--- src/rtl/uart_tx_sched.sv ---
`default_nettype none
// +----------------------------------------------------------------------------+
// | uart_tx_sched : round-robin, frame-locked sharing of one uart_tx           |
// | Rev 1.0                                                                    |
// +----------------------------------------------------------------------------+
module uart_tx_sched #(
  parameter int NUM_REQ      = 4,
  parameter int DATA_BITS    = 8,
  parameter int HOLD_TIMEOUT = 20000,
  parameter int GRANT_W      = (NUM_REQ > 1) ? $clog2(NUM_REQ) : 1
) (
  input  logic                         clk,
  input  logic                         reset,
  input  logic [NUM_REQ-1:0]           req_valid,
  input  logic [NUM_REQ*DATA_BITS-1:0] req_data,
  input  logic [NUM_REQ-1:0]           req_last,
  output logic [NUM_REQ-1:0]           req_ready,
  output logic [DATA_BITS-1:0]         tx_data,
  output logic                         tx_send,
  input  logic                         tx_ready,
  output logic                         busy,
  output logic [GRANT_W-1:0]           grant_id,
  output logic                         frame_abort
);

  localparam logic [2:0] S_ARB        = 3'd0;
  localparam logic [2:0] S_SEND       = 3'd1;
  localparam logic [2:0] S_WAIT_START = 3'd2;
  localparam logic [2:0] S_WAIT_DONE  = 3'd3;
  localparam logic [2:0] S_HOLD       = 3'd4;

  localparam logic [GRANT_W:0]   c_num_req      = (GRANT_W+1)'(NUM_REQ);
  localparam logic [GRANT_W-1:0] c_last_idx     = GRANT_W'(NUM_REQ-1);
  localparam logic [15:0]        c_timeout_last = 16'(HOLD_TIMEOUT-1);

  logic [2:0]           r_state;
  logic [2:0]           w_state_nxt;
  logic [GRANT_W-1:0]   r_rr_ptr;
  logic [GRANT_W-1:0]   r_grant_id;
  logic [DATA_BITS-1:0] r_tx_data;
  logic                 r_busy;
  logic                 r_frame_abort;
  logic                 r_last_flag;
  logic [15:0]          r_timer;

  logic [DATA_BITS-1:0] w_data_arr [NUM_REQ];
  logic                 w_arb_found;
  logic [GRANT_W-1:0]   w_arb_idx;
  logic [GRANT_W:0]     w_cand;
  logic                 w_own_valid;
  logic                 w_accept;
  logic                 w_timeout;
  logic [GRANT_W-1:0]   w_acc_idx;
  logic [GRANT_W-1:0]   w_next_ptr;

  generate
    for (genvar gi = 0; gi < NUM_REQ; gi++) begin : g_unpack
      assign w_data_arr[gi] = req_data[gi*DATA_BITS +: DATA_BITS];
    end
  endgenerate

  // Rotating priority search: first valid at or after r_rr_ptr, modulo NUM_REQ.
  always_comb begin
    w_arb_found = 1'b0;
    w_arb_idx   = '0;
    w_cand      = '0;
    for (int i = 0; i < NUM_REQ; i++) begin
      w_cand = {1'b0, r_rr_ptr} + (GRANT_W+1)'(i);
      if (w_cand >= c_num_req) w_cand = w_cand - c_num_req;
      if (!w_arb_found && req_valid[w_cand[GRANT_W-1:0]]) begin
        w_arb_found = 1'b1;
        w_arb_idx   = w_cand[GRANT_W-1:0];
      end
    end
  end

  assign w_own_valid = req_valid[r_grant_id];
  assign w_accept    = ((r_state == S_ARB) && w_arb_found) ||
                       ((r_state == S_HOLD) && w_own_valid);
  assign w_acc_idx   = (r_state == S_HOLD) ? r_grant_id : w_arb_idx;
  assign w_timeout   = (r_state == S_HOLD) && !w_own_valid && (r_timer == c_timeout_last);
  assign w_next_ptr  = (r_grant_id == c_last_idx) ? '0 : r_grant_id + GRANT_W'(1);

  always_ff @(posedge clk) begin
    if (reset) begin
      r_state       <= S_ARB;
      r_rr_ptr      <= '0;
      r_grant_id    <= '0;
      r_tx_data     <= '0;
      r_busy        <= 1'b0;
      r_frame_abort <= 1'b0;
      r_timer       <= '0;
      r_last_flag   <= 1'b0;
    end else begin
      r_state       <= w_state_nxt;
      r_frame_abort <= 1'b0;
      if (w_accept) begin
        r_tx_data   <= w_data_arr[w_acc_idx];
        r_last_flag <= req_last[w_acc_idx];
        r_grant_id  <= w_acc_idx;
        r_busy      <= 1'b1;
      end
      case (r_state)
        S_WAIT_DONE: begin
          if (tx_ready) begin
            if (r_last_flag) begin
              r_rr_ptr <= w_next_ptr;
              r_busy   <= 1'b0;
            end else begin
              r_timer <= '0;
            end
          end
        end
        S_HOLD: begin
          if (!w_own_valid) begin
            if (w_timeout) begin
              r_frame_abort <= 1'b1;
              r_rr_ptr      <= w_next_ptr;
              r_busy        <= 1'b0;
            end else if (r_timer != '1) begin
              r_timer <= r_timer + 16'd1;
            end
          end
        end
        S_ARB, S_SEND, S_WAIT_START: ;
        default: r_busy <= 1'b0;
      endcase
    end
  end

  always_comb begin
    w_state_nxt = r_state;
    case (r_state)
      S_ARB:        if (w_arb_found) w_state_nxt = S_SEND;
      S_SEND:       if (tx_ready) w_state_nxt = S_WAIT_START;
      S_WAIT_START: if (!tx_ready) w_state_nxt = S_WAIT_DONE;
      S_WAIT_DONE:  if (tx_ready) w_state_nxt = r_last_flag ? S_ARB : S_HOLD;
      S_HOLD: begin
        if (w_own_valid)    w_state_nxt = S_SEND;
        else if (w_timeout) w_state_nxt = S_ARB;
      end
      default:      w_state_nxt = S_ARB;
    endcase
  end

  // Strobes are held off while reset is asserted so no phantom accept is seen.
  always_comb begin
    req_ready = '0;
    tx_send   = 1'b0;
    if (!reset) begin
      if (w_accept) req_ready[w_acc_idx] = 1'b1;
      tx_send = (r_state == S_SEND) && tx_ready;
    end
  end

  assign tx_data     = r_tx_data;
  assign busy        = r_busy;
  assign grant_id    = r_grant_id;
  assign frame_abort = r_frame_abort;

endmodule
`default_nettype wire

--- config.mk ---
export PLATFORM = sky130hd
export DESIGN_NAME = uart_tx_sched
export DESIGN_NICKNAME = d
export VERILOG_FILES = /design/src/rtl/uart_tx_sched.sv
export SDC_FILE = /design/constraint.sdc
export NUM_CORES = 1
export LEC_CHECK = 0
export ABC_AREA = 1
export BUFFER_PORTS_ARGS = -buffer_cell sky130_fd_sc_hd__buf_2
export CAP_MARGIN = 20
export CORE_MARGIN = 2
export CORE_UTILIZATION = 25
export DETAILED_ROUTE_END_ITERATION = 10
export SETUP_SLACK_MARGIN = 0.1
export SLEW_MARGIN = 20
export SYNTH_ARGS = -nofsm -noshare
export SYNTH_HDL_FRONTEND = slang
export SYNTH_SLANG_ARGS = --single-unit
export TNS_END_PERCENT = 100
--- constraint.sdc ---
create_clock -name clk -period 2.1 [get_ports clk]
set_input_delay 0.315 -clock clk [delete_from_list [all_inputs] [get_ports clk]]
set_output_delay 0.315 -clock clk [all_outputs]
set_load 0.02 [all_outputs]
Word level (Yosys, flattened, before mapping)
Cells that the tools add are included.
{"block": "classes", "n_addsub": 9, "n_lt_le_gt_ge": 12, "eq_ne": 18, "mux": 60, "bitwise": 2, "reduce_logical": 21}
{"operator": "two-way mux 16 bit", "count": 5}
{"operator": "case mux 16 bit (2 select lines)", "count": 1}
{"operator": "two-way mux 2 bit", "count": 14}
{"operator": "two-way mux 3 bit", "count": 7}
{"operator": "< comparator 2 x 3 -> 1 bit (second input constant)", "count": 6}
{"operator": "two-way mux 1 bit", "count": 18}
{"operator": "!= test 2 bit (second input constant)", "count": 9}
{"operator": "adder 16 x 1 -> 16 bit (second input constant)", "count": 1}
{"operator": "binary-select mux 8 bit (select 2 bit)", "count": 1}
{"operator": "equality test 16 x 15 -> 1 bit (second input constant)", "count": 1}
{"operator": "two-way mux 8 bit", "count": 2}
{"operator": "!= test 16 bit (second input constant)", "count": 1}
{"operator": "case mux 3 bit (5 select lines)", "count": 1}
{"operator": "binary-select mux 1 bit (select 2 bit)", "count": 6}
{"operator": "greater-or-equal comparator 3 bit (second input constant)", "count": 4}
{"operator": "AND reduction 5 bit", "count": 2}
{"operator": "logical AND 1 bit", "count": 9}
{"operator": "two-way mux 4 bit", "count": 2}
{"operator": "subtractor 2 x 1 -> 2 bit (second input constant)", "count": 4}
{"operator": "adder 2 x 2 -> 3 bit (second input constant)", "count": 2}
{"operator": "equality test 3 x 2 -> 1 bit (second input constant)", "count": 2}
{"operator": "AND reduction 6 bit", "count": 1}
{"operator": "OR reduction 3 bit", "count": 2}
{"operator": "logical NOT 1 bit", "count": 4}
{"operator": "17 further kinds", "count": 17}
{"block": "word_totals", "register_bits": 34, "wordCells": 130}

Longest topological paths before layout
{"block": "depth", "ltp_word": 21, "ltp_mapped": 15}

Least setup slack after synthesis
Ideal clock, no wire load.
{"block": "synth_path", "path_type": "register -> output", "startpoint": "register r_rr_ptr[0]", "endpoint": "output req_ready[0]", "t_arrival_ps": 1798, "t_required_ps": 1785, "setup_slack_ps": -13, "stages_incl_launch_ff": 13, "path_buffers": 2, "path_cell_list": "dfxtp_1 > buf_4 > nand2_2 > nand3_2 > nand2_2 > nor2_4 > nand3_1 > nand2_1 > inv_1 > nand2_1 > o21ai_2 > buf_4 > nor3_1"}
{"block": "synth_via", "elab_chain_len": 21, "elab_cells_between_ends": 47}
{"element": "start, declared", "line": "38", "text": "logic [GRANT_W-1:0] r_rr_ptr;"}
{"element": "start signal, assigned", "line": "107", "text": "r_rr_ptr <= w_next_ptr;"}
{"element": "start signal, assigned", "line": "118", "text": "r_rr_ptr <= w_next_ptr;"}
{"element": "parallel branches: the longest is 19 deep, another holds adder 2 x 1 -> 3 bit"}
{"element": "two-way mux 4 bit (*)", "line": "151", "text": "if (w_accept) req_ready[w_acc_idx] = 1'b1;"}
{"element": "two-way mux 4 bit (*)", "line": "150", "text": "if (!reset) begin"}
{"element": "end, declared", "line": "17", "text": "output logic [NUM_REQ-1:0] req_ready,"}
Every way passes the cells marked *. The select of a mux whose other input is x is not followed.

Worst setup path in the final report
Ends and elaborated chain as after synthesis.

==> impl_summary.md <==
Setup path
The startpoint identified for the worst register-to-register timing path is r_rr_ptr[0]. The critical path launch point is r_rr_ptr[0]. STA classifies the critical path startpoint as a flip-flop.

The largest fanout on the critical path is 6. The endpoint kind of the worst setup timing path is a primary output. The capturing element of the worst setup path is req_ready[0]. The terminus of the critical flop-to-flop path is r_timer[0].

The worst-case register-to-register setup slack is -0.16 ns. At the worst endpoint, the required time is 1.78 ns. The start-to-end type of the worst setup path is flip-flop to primary output.

The cell count of the worst reg-to-reg path is 18. Data on the critical path arrives at its endpoint at 1.98 ns.

Timing
Setup violations remaining at the end of the flow were counted as 9. The count of final max-slew check failures is 0. Setup repair after global routing could not meet its margin everywhere. Measured against its own limit, the worst slew margin works out to 71.4%. Dividing the final minimum period by the clock period gives 109%. Hold is met by 0.357 ns. The worst-case clock skew is 0.00580 ns. The minimum period implied by the final worst setup slack is 2.29 ns. For the pin with the worst max-slew slack, the measured transition is 0.425 ns.

Timing would allow up to 0.436 GHz. In the post-route analysis, the smallest setup slack over all paths is -0.194 ns. In the final timing run, aggregate negative setup slack is -1.37 ns.

The total count of hold-check failures in the final report is 0.

Cells and area
Leaving out fill and tap cells, the most frequent cell in the layout is nand2_1. The area added between synthesis and finish is 39.0%. The post-layout net count is 539. The count of non-filler cells in the finished layout is 628.

The repair_antennas step left the layout with diodes totalling 0. The post-route netlist has 36.4% of its cells at a drive strength greater than 1. In the layout the commonest cells are nand2_1 (104), buf_2 (56), nand3_1 (54).

Flow run
The total of max-cap violations is 0.

Clock tree
The sink count of the clock tree is 34. The clock root buffer master is clkbuf_8. After clock tree synthesis, the clock-pin slew on the worst setup and hold paths is 0.08 ns. The H-tree generated during clock tree synthesis spans 2 levels. The later pin in the worst-skew pair is clocked with a latency of 0.28 ns. The maximum clock path buffer count is 2.

The number of clock buffers added by TritonCTS is 5. The TritonCTS clock tree is built. For this design, the CTS-stage hold fixing added 0 buffers.

Floorplanning
The total die area is 11,000 sq um. The y dimension of the die is 105 um. The number of top-level pins is 60. The x dimension of the die is 105 um.

The core area is 9820 sq um. In this run the core area contains 36 standard-cell rows. The initial utilization of the core area, before any placement, comes to 25.8%.

Global routing
The routing usage on met2 is 22.9%. The highest-utilization routing layer at the global route stage is met2. The number of global-route vias before repair was 2,692. The number of antenna violations at the first check in global routing is 0. Global routing consumed, on the met3 layer, 3.06% of the routing resources. The first-pass GRT wire length is 12.2 mm. For this run, global-route usage on met1 was measured as 16.8%. Entering global routing, the biggest net connects 20 pins. In the global route stage, overall resource usage came out at 13.3%. The aggregate global routing overflow is 0.

Route
The number of DRC markers in iteration 0 is 97. Dividing the detail-routed wire length by the instance count gives 11.9 um. After detailed routing, the total wire length is 7.49 mm.

The length of the first detailed-routing pass in iterations is 4. The count of nets left with antenna violations once routing finished came out at 0. In the routed design, unresolved DRC markers number 0. The routed layout has 2,876 vias. The ratio of routed vias to standard cells is 4.58.

Placed design
After detailed placement, the design holds a cell count of 606. The half-perimeter wire length of the detailed placement result is 5.48 mm. Buffers placed on the I/O ports in this run total 59. At the end of routability-driven placement, the weighted congestion stood at 0.900.

Worst hold path
The path category of the worst min-delay check is input pin to flip-flop.

Logic synthesis
The post-synth net total is 449. A synthesized cell averages 6.27 sq um. The total number of yosys warnings is 0.

The synthesized netlist contains 33 unique library cells. Synthesis inferred 34 register bits. Synthesis produced 404 cells.

The cell area that synthesis handed to floorplanning was 2530 sq um. For this run, the register share of the synthesized area comes to 26.9%.

Power
The ratio of total power to cell area is 1060 nW/um^2. The worst-case IR drop observed on VDD is 0.393 mV. In this run the static leakage power is 1.59 nW.

Run status
The run finished, with violations left. The final reports fail on setup timing.
[state kept, by name, indices dropped and copies added (netlist names)]
| register | cells |
|---|---|
| busy | 1 |
| frame_abort | 1 |
| grant_id | 2 |
| r_last_flag | 1 |
| r_rr_ptr | 2 |
| r_state | 3 |
| r_timer | 16 |
| tx_data | 8 |
[logic make-up after synthesis]
logic type | synth area share, %
adders and majority gates | 0.987
and+or+nand+nor | 48.5
buffers and inverters | 9.58
AOI/OAI and AO/OA | 9.63
DFF | 26.9
xor gates and xnor gates | 4.49
[power by group]
group          leakage, nW  switching [mW]  internal (mW)
registers            0.279           0.117          0.773
logic                 1.26            1.39          0.927
clock network       0.0482           0.251          0.265
[area by class of cell]
cell class | instances | area [sq um]
Clock buffer | 7 | 86.3
Inverter | 38 | 153
Sequential cell | 34 | 691
Fill cell | 1096 | 6300
Multi-Input combinational cell | 319 | 1790
Timing Repair Buffer | 96 | 628
Tap cell | 133 | 166
Clock inverter | 1 | 5.00
[layer usage]
metal | vias up | part of all wire [%]
met4 | 0 | 1.3
met3 | 10 | 5.5
met2 | 80 | 46
li1 | 1499 | -
met5 | - | 0
met1 | 1287 | 47
[critical path: stages (launching register included)]
cell,delay (ns)
dfxtp_4,0.39
buf_8,0.14
nand2_4,0.07
nand3_4,0.08
nand2_4,0.07
nor2_4,0.15
nand2_2,0.07
nor2_2,0.10
inv_1,0.06
a21oi_2,0.16
nor2_2,0.08
inv_2,0.12
nor3_2,0.04
buf_4,0.16
[synthesized netlist by cell type (all sizes together)]
cell / n / area (sq um)
nand2: 140 / 571
nand4: 7 / 43.8
buf: 10 / 88.8
o211ai: 1 / 7.51
a31oi: 1 / 6.26
inv: 38 / 143
nor4: 4 / 31.3
o31ai: 1 / 7.51
a41oi: 1 / 27.5
ha: 2 / 25.0
nor3b: 2 / 15.0
nand3: 60 / 328
nor2: 42 / 185
nor3: 9 / 55.1
xor2: 13 / 114
o21ai: 10 / 53.8
clkbuf: 3 / 11.3
dfxtp: 34 / 681
a21oi: 26 / 141
[what timing repair did]
action                     CTS  global route
setup endpoints to repair    4            34
buffers inserted            11             5
pin swaps                   25            10
gates resized for setup     29            41
[worst min-delay path by stage]
| stage | start | to | slack, ns | cells after the start |
|---|---|---|---|---|
| 3_3_place_gp | tx_data[7] | tx_data[7] | 0.44 | 2 |
| 5_1_grt | req_data[31] | tx_data[7] | 0.38 | 5 |
| 4_1_cts | req_data[12] | tx_data[4] | 0.34 | 5 |
| 2_1_floorplan | r_last_flag | r_last_flag | 0.44 | 2 |
| 3_5_place_dp | tx_data[7] | tx_data[7] | 0.44 | 2 |
| 6_report | req_data[24] | tx_data[0] | 0.36 | 5 |
[per-stage QoR]
stage	util (%)	area (sq um)	setup WS [ns]	power, mW
after floorplan	-	2550	0.0833	2.28
after global placement	31.5	3090	0.0449	2.74
after detailed placement	31.5	3090	0.0000272	2.76
after CTS	34.1	3350	-0.176	3.52
after global routing	35.9	3520	-0.341	4.00
final	35.9	3520	-0.194	3.72
No activity file was read; power rests on OpenSTA's default activity.
